[src/rtl/display_scan_ctrl_if.sv]
// Display-side bundle between the scan controller, the digit-code selector and the panel.
// master is the scan controller; slave is the selector/panel side.
interface display_scan_ctrl_if;
    logic [39:0] dig;
    logic [7:0]  en_mask;
    logic [7:0]  blink_mask;
    logic [2:0]  num;
    logic [39:0] dig_lat;
    logic [4:0]  code;
    logic [7:0]  an;
    logic [7:0]  seg;
    logic        frame_tick;

    modport master (
        input  dig, en_mask, blink_mask, code,
        output num, dig_lat, an, seg, frame_tick
    );

    modport slave (
        output dig, en_mask, blink_mask, code,
        input  num, dig_lat, an, seg, frame_tick
    );
endinterface

[src/rtl/display_scan_ctrl.sv]
// Eight-digit seven-segment scan controller with frame latch, blanking dead time and blink.
// Latency: an tracks the current slot with no lag; seg = decode(code) one cycle later.
// Backpressure: none; free-running scan, masks sampled live.
module display_scan_ctrl #(
    parameter int SCAN_DIV     = 50000,
    parameter int BLANK_CYC    = 1,
    parameter int BLINK_FRAMES = 64
) (
    input  logic                 clk,
    input  logic                 rst,
    display_scan_ctrl_if.master  bus
);

    localparam int DW = (SCAN_DIV > 2) ? $clog2(SCAN_DIV) : 1;
    localparam int FW = (BLINK_FRAMES > 2) ? $clog2(BLINK_FRAMES) : 1;
    localparam logic [DW-1:0] DIV_LAST   = DW'(SCAN_DIV - 1);
    localparam logic [DW-1:0] BLANK_LIM  = DW'(BLANK_CYC);
    localparam logic [FW-1:0] FRAME_LAST = FW'(BLINK_FRAMES - 1);

    logic [DW-1:0] div_cnt, div_nx;
    logic [2:0]    num_q, num_nx;
    logic [FW-1:0] frame_cnt, frame_cnt_nx;
    logic          blink_ph, blink_nx;
    logic [39:0]   dig_lat_q;
    logic [7:0]    an_q, an_nx;
    logic [7:0]    seg_q, seg_nx;
    logic          frame_tick_q;
    logic          slot_end, frame_end;

    assign slot_end  = (div_cnt == DIV_LAST);
    assign frame_end = slot_end && (num_q == 3'd7);

    always_comb begin
        div_nx       = slot_end ? '0 : div_cnt + 1'b1;
        num_nx       = slot_end ? num_q + 3'd1 : num_q;
        frame_cnt_nx = frame_cnt;
        blink_nx     = blink_ph;
        if (frame_end) begin
            if (frame_cnt == FRAME_LAST) begin
                frame_cnt_nx = '0;
                blink_nx     = ~blink_ph;
            end else begin
                frame_cnt_nx = frame_cnt + 1'b1;
            end
        end
    end

    // Anodes come from next-state slot values so the registered an lines up with div_cnt/num.
    always_comb begin
        an_nx = 8'hFF;
        if ((div_nx >= BLANK_LIM) && bus.en_mask[num_nx] &&
            !(blink_nx && bus.blink_mask[num_nx])) begin
            an_nx[num_nx] = 1'b0;
        end
    end

    always_comb begin
        seg_nx = 8'hFF;
        case (bus.code)
            5'h00:   seg_nx = 8'hC0;
            5'h01:   seg_nx = 8'hF9;
            5'h02:   seg_nx = 8'hA4;
            5'h03:   seg_nx = 8'hB0;
            5'h04:   seg_nx = 8'h99;
            5'h05:   seg_nx = 8'h92;
            5'h06:   seg_nx = 8'h82;
            5'h07:   seg_nx = 8'hF8;
            5'h08:   seg_nx = 8'h80;
            5'h09:   seg_nx = 8'h90;
            5'h0A:   seg_nx = 8'h88;
            5'h0B:   seg_nx = 8'h83;
            5'h0C:   seg_nx = 8'hC6;
            5'h0D:   seg_nx = 8'hA1;
            5'h0E:   seg_nx = 8'h86;
            5'h0F:   seg_nx = 8'h8E;
            5'h11:   seg_nx = 8'hBF;
            default: seg_nx = 8'hFF;
        endcase
    end

    always_ff @(posedge clk) begin
        if (rst) begin
            div_cnt      <= '0;
            num_q        <= 3'd0;
            frame_cnt    <= '0;
            blink_ph     <= 1'b0;
            dig_lat_q    <= 40'd0;
            an_q         <= 8'hFF;
            seg_q        <= 8'hFF;
            frame_tick_q <= 1'b0;
        end else begin
            div_cnt      <= div_nx;
            num_q        <= num_nx;
            frame_cnt    <= frame_cnt_nx;
            blink_ph     <= blink_nx;
            an_q         <= an_nx;
            seg_q        <= seg_nx;
            frame_tick_q <= frame_end;
            if (frame_end) begin
                dig_lat_q <= bus.dig;
            end
        end
    end

    assign bus.num        = num_q;
    assign bus.dig_lat    = dig_lat_q;
    assign bus.an         = an_q;
    assign bus.seg        = seg_q;
    assign bus.frame_tick = frame_tick_q;

endmodule

[src/flat_wrapper.sv]
// flat-port wrapper written by rule: the top's interface ports become plain ports
module display_scan_ctrl_flat 
#(
    parameter int SCAN_DIV     = 50000,
    parameter int BLANK_CYC    = 1,
    parameter int BLINK_FRAMES = 64
)
  (clk, rst, bus_dig, bus_en_mask, bus_blink_mask, bus_code, bus_num, bus_dig_lat, bus_an, bus_seg, bus_frame_tick);
  display_scan_ctrl_if bus_i ();
  input  logic clk;
  input  logic rst;
  input wire logic [$bits(bus_i.dig)-1:0] bus_dig;
  input wire logic [$bits(bus_i.en_mask)-1:0] bus_en_mask;
  input wire logic [$bits(bus_i.blink_mask)-1:0] bus_blink_mask;
  input wire logic [$bits(bus_i.code)-1:0] bus_code;
  output wire logic [$bits(bus_i.num)-1:0] bus_num;
  output wire logic [$bits(bus_i.dig_lat)-1:0] bus_dig_lat;
  output wire logic [$bits(bus_i.an)-1:0] bus_an;
  output wire logic [$bits(bus_i.seg)-1:0] bus_seg;
  output wire logic [$bits(bus_i.frame_tick)-1:0] bus_frame_tick;
  assign bus_i.dig = bus_dig;
  assign bus_i.en_mask = bus_en_mask;
  assign bus_i.blink_mask = bus_blink_mask;
  assign bus_i.code = bus_code;
  assign bus_num = bus_i.num;
  assign bus_dig_lat = bus_i.dig_lat;
  assign bus_an = bus_i.an;
  assign bus_seg = bus_i.seg;
  assign bus_frame_tick = bus_i.frame_tick;
  display_scan_ctrl #(.SCAN_DIV(SCAN_DIV), .BLANK_CYC(BLANK_CYC), .BLINK_FRAMES(BLINK_FRAMES)) u_core (.clk(clk), .rst(rst), .bus(bus_i));
endmodule
[config.mk]
export PLATFORM = sky130hd
export DESIGN_NAME = display_scan_ctrl_flat
export DESIGN_NICKNAME = d
export VERILOG_FILES = /design/src/rtl/display_scan_ctrl_if.sv /design/src/rtl/display_scan_ctrl.sv /design/src/flat_wrapper.sv
export SDC_FILE = /design/constraint.sdc
export NUM_CORES = 1
export LEC_CHECK = 0
export ABC_AREA = 1
export ABC_CLOCK_PERIOD_IN_PS = 2100
export CORE_MARGIN = 1.5
export CORE_UTILIZATION = 46
export DETAILED_ROUTE_END_ITERATION = 10
export HOLD_SLACK_MARGIN = 0.08
export PLACE_DENSITY = 0.8
export SETUP_SLACK_MARGIN = 0.3
export SLEW_MARGIN = 20
export SYNTH_ARGS = -nofsm -noshare
export SYNTH_HDL_FRONTEND = slang
export SYNTH_SLANG_ARGS = --single-unit
[constraint.sdc]
create_clock -name clk -period 2.1 [get_ports clk]
set_input_delay 0.42 -clock clk [delete_from_list [all_inputs] [get_ports clk]]
set_output_delay 0.42 -clock clk [all_outputs]
set_load 0.1 [all_outputs]
# --- Yosys cells after proc, flatten, opt, wreduce, memory -nomap -nowiden ---
# Memory sizes are Yosys's and may differ from the RTL's. A register that Yosys moved wholly into a read port is not among the register bits.
# Index checks and enable logic that the tools add are counted.
totals:
  ff_bits: 83
  rom_bits: 224
  input_bits: 63
  out_inout_bits: 60
  mem_count: 1
classes:
  n_addsub: 3
  magnitude_cmp: 3
  n_eq_ne: 3
  mux: 11
  bitwise_logic: 3
  reduce_logical: 7
memory_table:
  columns: ["memory", "depth", "width", "read_ports", "rd_ports_with_merged_regs", "write_ports", "line", "source"]
  rows:
  - ["(no name shown)", 32, 7, 1, 1, 0, "display_scan_ctrl.sv:59", "case (bus.code)"]
ops:
  columns: ["op", "n"]
  rows:
  - ["adder 16 x 1 -> 16 bit (second input constant)", 1]
  - ["equality test 16 bit (second input constant)", 1]
  - ["greater-or-equal comparator 16 x 1 -> 1 bit (second input constant)", 1]
  - ["two-way mux 16 bit", 1]
  - ["inverter 8 bit", 1]
  - ["adder 6 x 1 -> 6 bit (second input constant)", 1]
  - ["binary-select mux 1 bit (select 3 bit)", 2]
  - ["equality test 6 bit (second input constant)", 1]
  - ["two-way mux 6 bit", 1]
  - ["logical AND 1 bit", 5]
  - ["two-way mux 1 bit", 5]
  - ["less-than comparator 3 x 4 -> 1 bit (second input constant)", 1]
  - ["adder 3 x 1 -> 3 bit (second input constant)", 1]
  - ["demux 1 bit (select 3 bit)", 1]
  - ["equality test 3 bit (second input constant)", 1]
  - ["greater-or-equal comparator 3 x 1 -> 1 bit (second input constant)", 1]
  - ["two-way mux 3 bit", 1]
  - ["inverter 1 bit", 2]
  - ["OR reduction 2 bit", 1]
  - ["zero test 1 bit", 1]

# --- Longest topological paths before layout ---
logic_depth:
  depth_word: 9
  mapped_depth: 14
  depth_no_buf: 14

# --- Worst setup path before layout ---
# Ideal clock, no wire load.
synth_timing:
  path_kind: "register to register"
  start: "reg u_core.num_q[0] (netlist: u_core.bus.num[0])"
  end: "reg u_core.frame_cnt[5]"
  t_arrival_ns: 2.385
  required_ns: 1.974
  path_slack_ns: -0.411
  path_stages_with_launch: 8
  path_cell_list: "dfxtp_1 -> ha_1 -> ha_1 -> clkinv_1 -> nor2_1 -> nand3_1 -> o21ai_0 -> nor2_1"
synth_via:
  elab_chain_cells: 2
synth_lines:
  columns: ["element", "line", "source"]
  rows:
  - ["start, declared", "display_scan_ctrl.sv:21", "logic [2:0] num_q, num_nx;"]
  - ["start signal, assigned", "display_scan_ctrl.sv:93", "num_q <= num_nx;"]
  - ["equality test 3 bit", "display_scan_ctrl.sv:31", "assign frame_end = slot_end && (num_q == 3'd7);"]
  - ["logical AND 1 bit", "display_scan_ctrl.sv:31", null]
  - ["end signal, assigned", "display_scan_ctrl.sv:94", "frame_cnt <= frame_cnt_nx;"]
  - ["end, declared", "display_scan_ctrl.sv:22", "logic [FW-1:0] frame_cnt, frame_cnt_nx;"]
# Every way passes these cells.
# A chain may end at the register's enable or synchronous reset.

# --- Worst setup path in the final report ---
layout_timing:
  start: "reg u_core.div_cnt[1]"
  end: "reg u_core.an_q[6] (netlist: u_core.bus.an[6])"
layout_via:
  elab_chain_cells: 9
  elab_cells_between_ends: 23
  classes_between: "1 x add/sub; 3 x order compare; 1 x eq/ne; 9 x mux; 2 x bitwise; 7 x reduce/logical"
layout_lines:
  columns: ["element", "line", "source"]
  rows:
  - ["start, declared", "display_scan_ctrl.sv:20", "logic [DW-1:0] div_cnt, div_nx;"]
  - ["start signal, assigned", "display_scan_ctrl.sv:92", "div_cnt <= div_nx;"]
  - ["branches (longest 9 deep; another with adder 16 x 1 -> 16 bit)", null, null]
  - ["end signal, assigned", "display_scan_ctrl.sv:96", "an_q <= an_nx;"]
  - ["end, declared", "display_scan_ctrl.sv:25", "logic [7:0] an_q, an_nx;"]
# Several ways; the timed one is not identified. The select of a mux whose other input is x is not followed.

==> impl_metrics.yaml <==
place:
  port_buffers: 121
  place_worst_setup_slack_ns: 0.108
  hpwl_um: 7140
  gp_congestion: 0.875
sta:
  finalSetupTns_ns: 0
  timing.final.ws_setup_ns: 0.167
  finalCritPeriodShare_pct: 92.0
  timing.fmax_ghz: 0.517
  setup_viol: 0
  slew_viol_final: 0
  hold_viol_final: 0
  rsz0062_at_grt: "yes"
  clock_skew_ns: 0.00831
  period_minus_slack_ns: 1.93
detailed_routing:
  post_drt_wl_per_cell_um: 13.5
  drcViolationCount: 0
  dr.pass1.iters: 5
  totalWireLength_um: 10400
  ant_nets: 0
  via_per_inst: 5.22
  drt-initial-drc-count: 215
  vias: 4003
yosys:
  syn_inst: 530
  synth_cell_type_count: 36
  ys_ff_latch: 82
  synth_nets: 604
  synth_warnings: 0
  syn_avg_cell_area_um2: 7.26
  synth_area_um2: 3850
  yosysSeqAreaShare_pct: 42.7
clocking:
  cts_buffer_depth: 2
  cts-root-buf: "clkbuf_8"
  cts_made_buffers: 9
  clk_pin_slew_ns: 0.09
  insertion_delay_ns: 0.36
  h-tree-depth: 3
  clock_sinks: 82
  cts_hold_repair.buffers: 0
  cts_tree: "yes"
pwr:
  irDropWorstVdd_mv: 0.357
  pwr_density_cell_nw_per_um2: 560
  power.leakage_nw: 2.22
setup_path:
  reg2reg_slack_ns: 0.17
  cp_max_fo: 8
  start_kind: "register"
  slowest_delay_ns: 0.37
  r2r-start: "u_core.div_cnt[1]"
  crit_chain: "ha_4, nand3_4, nor2_4, nand3_4, nand2_4, nand2_1, nand3_1, nand2_1, inv_1, nand2_2, nor2_4, nand4_1"
  worstPathRequired_ns: 2.33
  cp.arrival_ns: 2.16
  r2r_cells: 12
  reg2reg_to: "u_core.bus.an[6]"
  critPathSlowestCell: "dfxtp_4"
  critical_path_class: "register to register"
  end_kind: "register"
die:
  rows: 33
  start_util_pct: 47.1
  die_area_um2: 8920
  core_region_area_um2: 8180
  die_y_um: 94.5
  die_w_um: 94.5
  pin_count: 123
min_path:
  holdPathEnd: "u_core.div_cnt[13]"
  hold_start: "rst"
  hold_depth: 2
  holdCritPathClass: "primary input to register"
run_status:
  status: "finished clean"
global_route:
  grt_pass1_wl_um: 16800
  grt_start_max_net_pins: 37
  gr-total-overflow: 0
  antenna_found_initial: 0
  grt_pass1_vias: 3800
  grt_usage_pct: 23.5
finish:
  drive_above_1_share_pct: 24.3
  fillers: 671
  regArea_um2: 1670
  area_growth_pct: 43.5
  n_antenna_cell: 0
  final_nets: 731
  multi_input_comb_area_um2: 2140
  final_util_pct: 67.5
flow_run:
  drv_cap: 0
## kinds of logic after synthesis
| group | count (synthesis) | synth area share [%] |
|---|---|---|
| buf+inv | 67 | 7.15 |
| simple gates | 255 | 30.2 |
| other cells | 1 | 0.0975 |
| fa+ha+maj | 11 | 3.58 |
| compound gates | 108 | 14.9 |
| flops | 82 | 42.7 |
| xor+xnor | 6 | 1.37 |
## power by group
part	internal (W)	total, W	switching, W
Sequential	0.00156	0.00157	0.00000819
Combinational	0.000141	0.000306	0.000164
Clock	0.000629	0.00121	0.000585
Total	0.00233	0.00309	0.000757
## registers in the layout, summed over array words and instances (netlist names)
signal and flops:
u_core.blink_ph 1, u_core.bus.an 8, u_core.bus.seg 7, u_core.div_cnt 16
u_core.bus.num 3, u_core.bus.dig_lat 40, u_core.bus.frame_tick 1, u_core.frame_cnt 6
## cell type report
cell class | instances | share of cell area [%]
multi-input combinational | 383 | 38.8
sequential | 82 | 30.2
timing repair buffer | 138 | 21.8
inverter | 43 | 2.95
clock buffer | 11 | 2.77
tap | 105 | 2.38
clock inverter | 5 | 1.09
## stage by stage
step	total power (W)	instance area, µm²	hold WS [ns]	cells
6_report	0.00309	5520	0.457	767
5_1_grt	0.00321	5520	0.455	767
2_1_floorplan	0.00175	3890	0.466	530
3_3_place_gp	0.00190	5020	0.457	739
3_5_place_dp	0.00190	5020	0.466	739
4_1_cts	0.00311	5420	0.445	763
## repair_timing
action                     4_1_cts  5_1_grt
gates resized for setup         36       19
setup buffers                    6        4
gates cloned                     2        0
pin swaps                       16       20
setup endpoints to repair       41       40
## critical path: cells and delay by family (launching register included)
| kind | cells | cell delay, ns |
|---|---|---|
| AND/OR/NAND/NOR | 10 | 1.24 |
| flip-flops | 1 | 0.37 |
| adder cells (fa/ha/maj) | 1 | 0.15 |
| buffers and inverters | 1 | 0.06 |
## cell usage in the layout, fill, tap and decap left out, drive strengths merged, types with 4 or more instances in the layout
| cell type | n |
|---|---|
| a21oi | 47 |
| buf | 77 |
| clkbuf | 11 |
| clkdlybuf4s50 | 61 |
| clkinv | 4 |
| dfxtp | 82 |
| ha | 11 |
| inv | 43 |
| nand2 | 131 |
| nand3 | 34 |
| nand4 | 11 |
| nor2 | 68 |
| nor3 | 11 |
| o21ai | 51 |
| xor2 | 6 |
## per-layer routing
metal	wire length (µm)	vias to the layer above	global-route usage [%]
met3	854	17	7.00
met2	5030	136	39.0
met1	4320	1852	27.9
met4	185	0	10.3
li1	-	1998	-
met5	0	-	0
## synth_stat cells
| library cell | n | area [µm²] |
|---|---|---|
| buf_6 | 2 | 22.5 |
| buf_1 | 1 | 3.75 |
| nor3_1 | 11 | 55.1 |
| clkinv_1 | 1 | 3.75 |
| xor2_1 | 6 | 52.6 |
| nand2_1 | 119 | 447 |
| a211oi_1 | 1 | 7.51 |
| o21bai_1 | 1 | 7.51 |
| o221a_2 | 1 | 11.3 |
| nand3_4 | 2 | 35.0 |
| nor2_8 | 1 | 20.0 |
| inv_2 | 3 | 11.3 |
| a31oi_1 | 1 | 6.26 |
| o21ai_2 | 1 | 8.76 |
| a21oi_1 | 47 | 235 |
| nor2_2 | 6 | 37.5 |
| dfxtp_1 | 82 | 1640 |
| nor2_4 | 3 | 33.8 |
| buf_4 | 1 | 7.51 |
| clkbuf_1 | 16 | 60.1 |
| buf_2 | 4 | 20.0 |
| o211ai_1 | 1 | 7.51 |
| o21ai_0 | 50 | 250 |
| nor2_1 | 58 | 218 |
| o22ai_1 | 1 | 6.26 |
| o2111ai_1 | 2 | 17.5 |
| nand3_1 | 32 | 160 |
| ha_1 | 11 | 138 |
| o21a_1 | 1 | 7.51 |
| o311ai_0 | 1 | 8.76 |
| inv_1 | 39 | 146 |
| nand4_1 | 11 | 68.8 |
| conb_1 | 1 | 3.75 |
| nand2_4 | 2 | 22.5 |
| nand2_2 | 8 | 50.1 |
| nand3b_1 | 2 | 15.0 |
## how the worst max path moves through the flow
stage	startpoint	to	slack, ns	depth (start not counted)
2_1_floorplan	u_core.bus.num[0]	u_core.bus.an[1]	0.31	12
3_3_place_gp	u_core.div_cnt[0]	u_core.bus.an[1]	0.14	10
3_5_place_dp	u_core.div_cnt[1]	u_core.bus.an[6]	0.11	10
4_1_cts	u_core.div_cnt[1]	u_core.bus.an[6]	0.29	12
5_1_grt	u_core.div_cnt[1]	u_core.bus.an[7]	0.02	12
6_report	u_core.div_cnt[1]	u_core.bus.an[6]	0.17	12
Note: power is estimated with default switching activity, not from simulation.
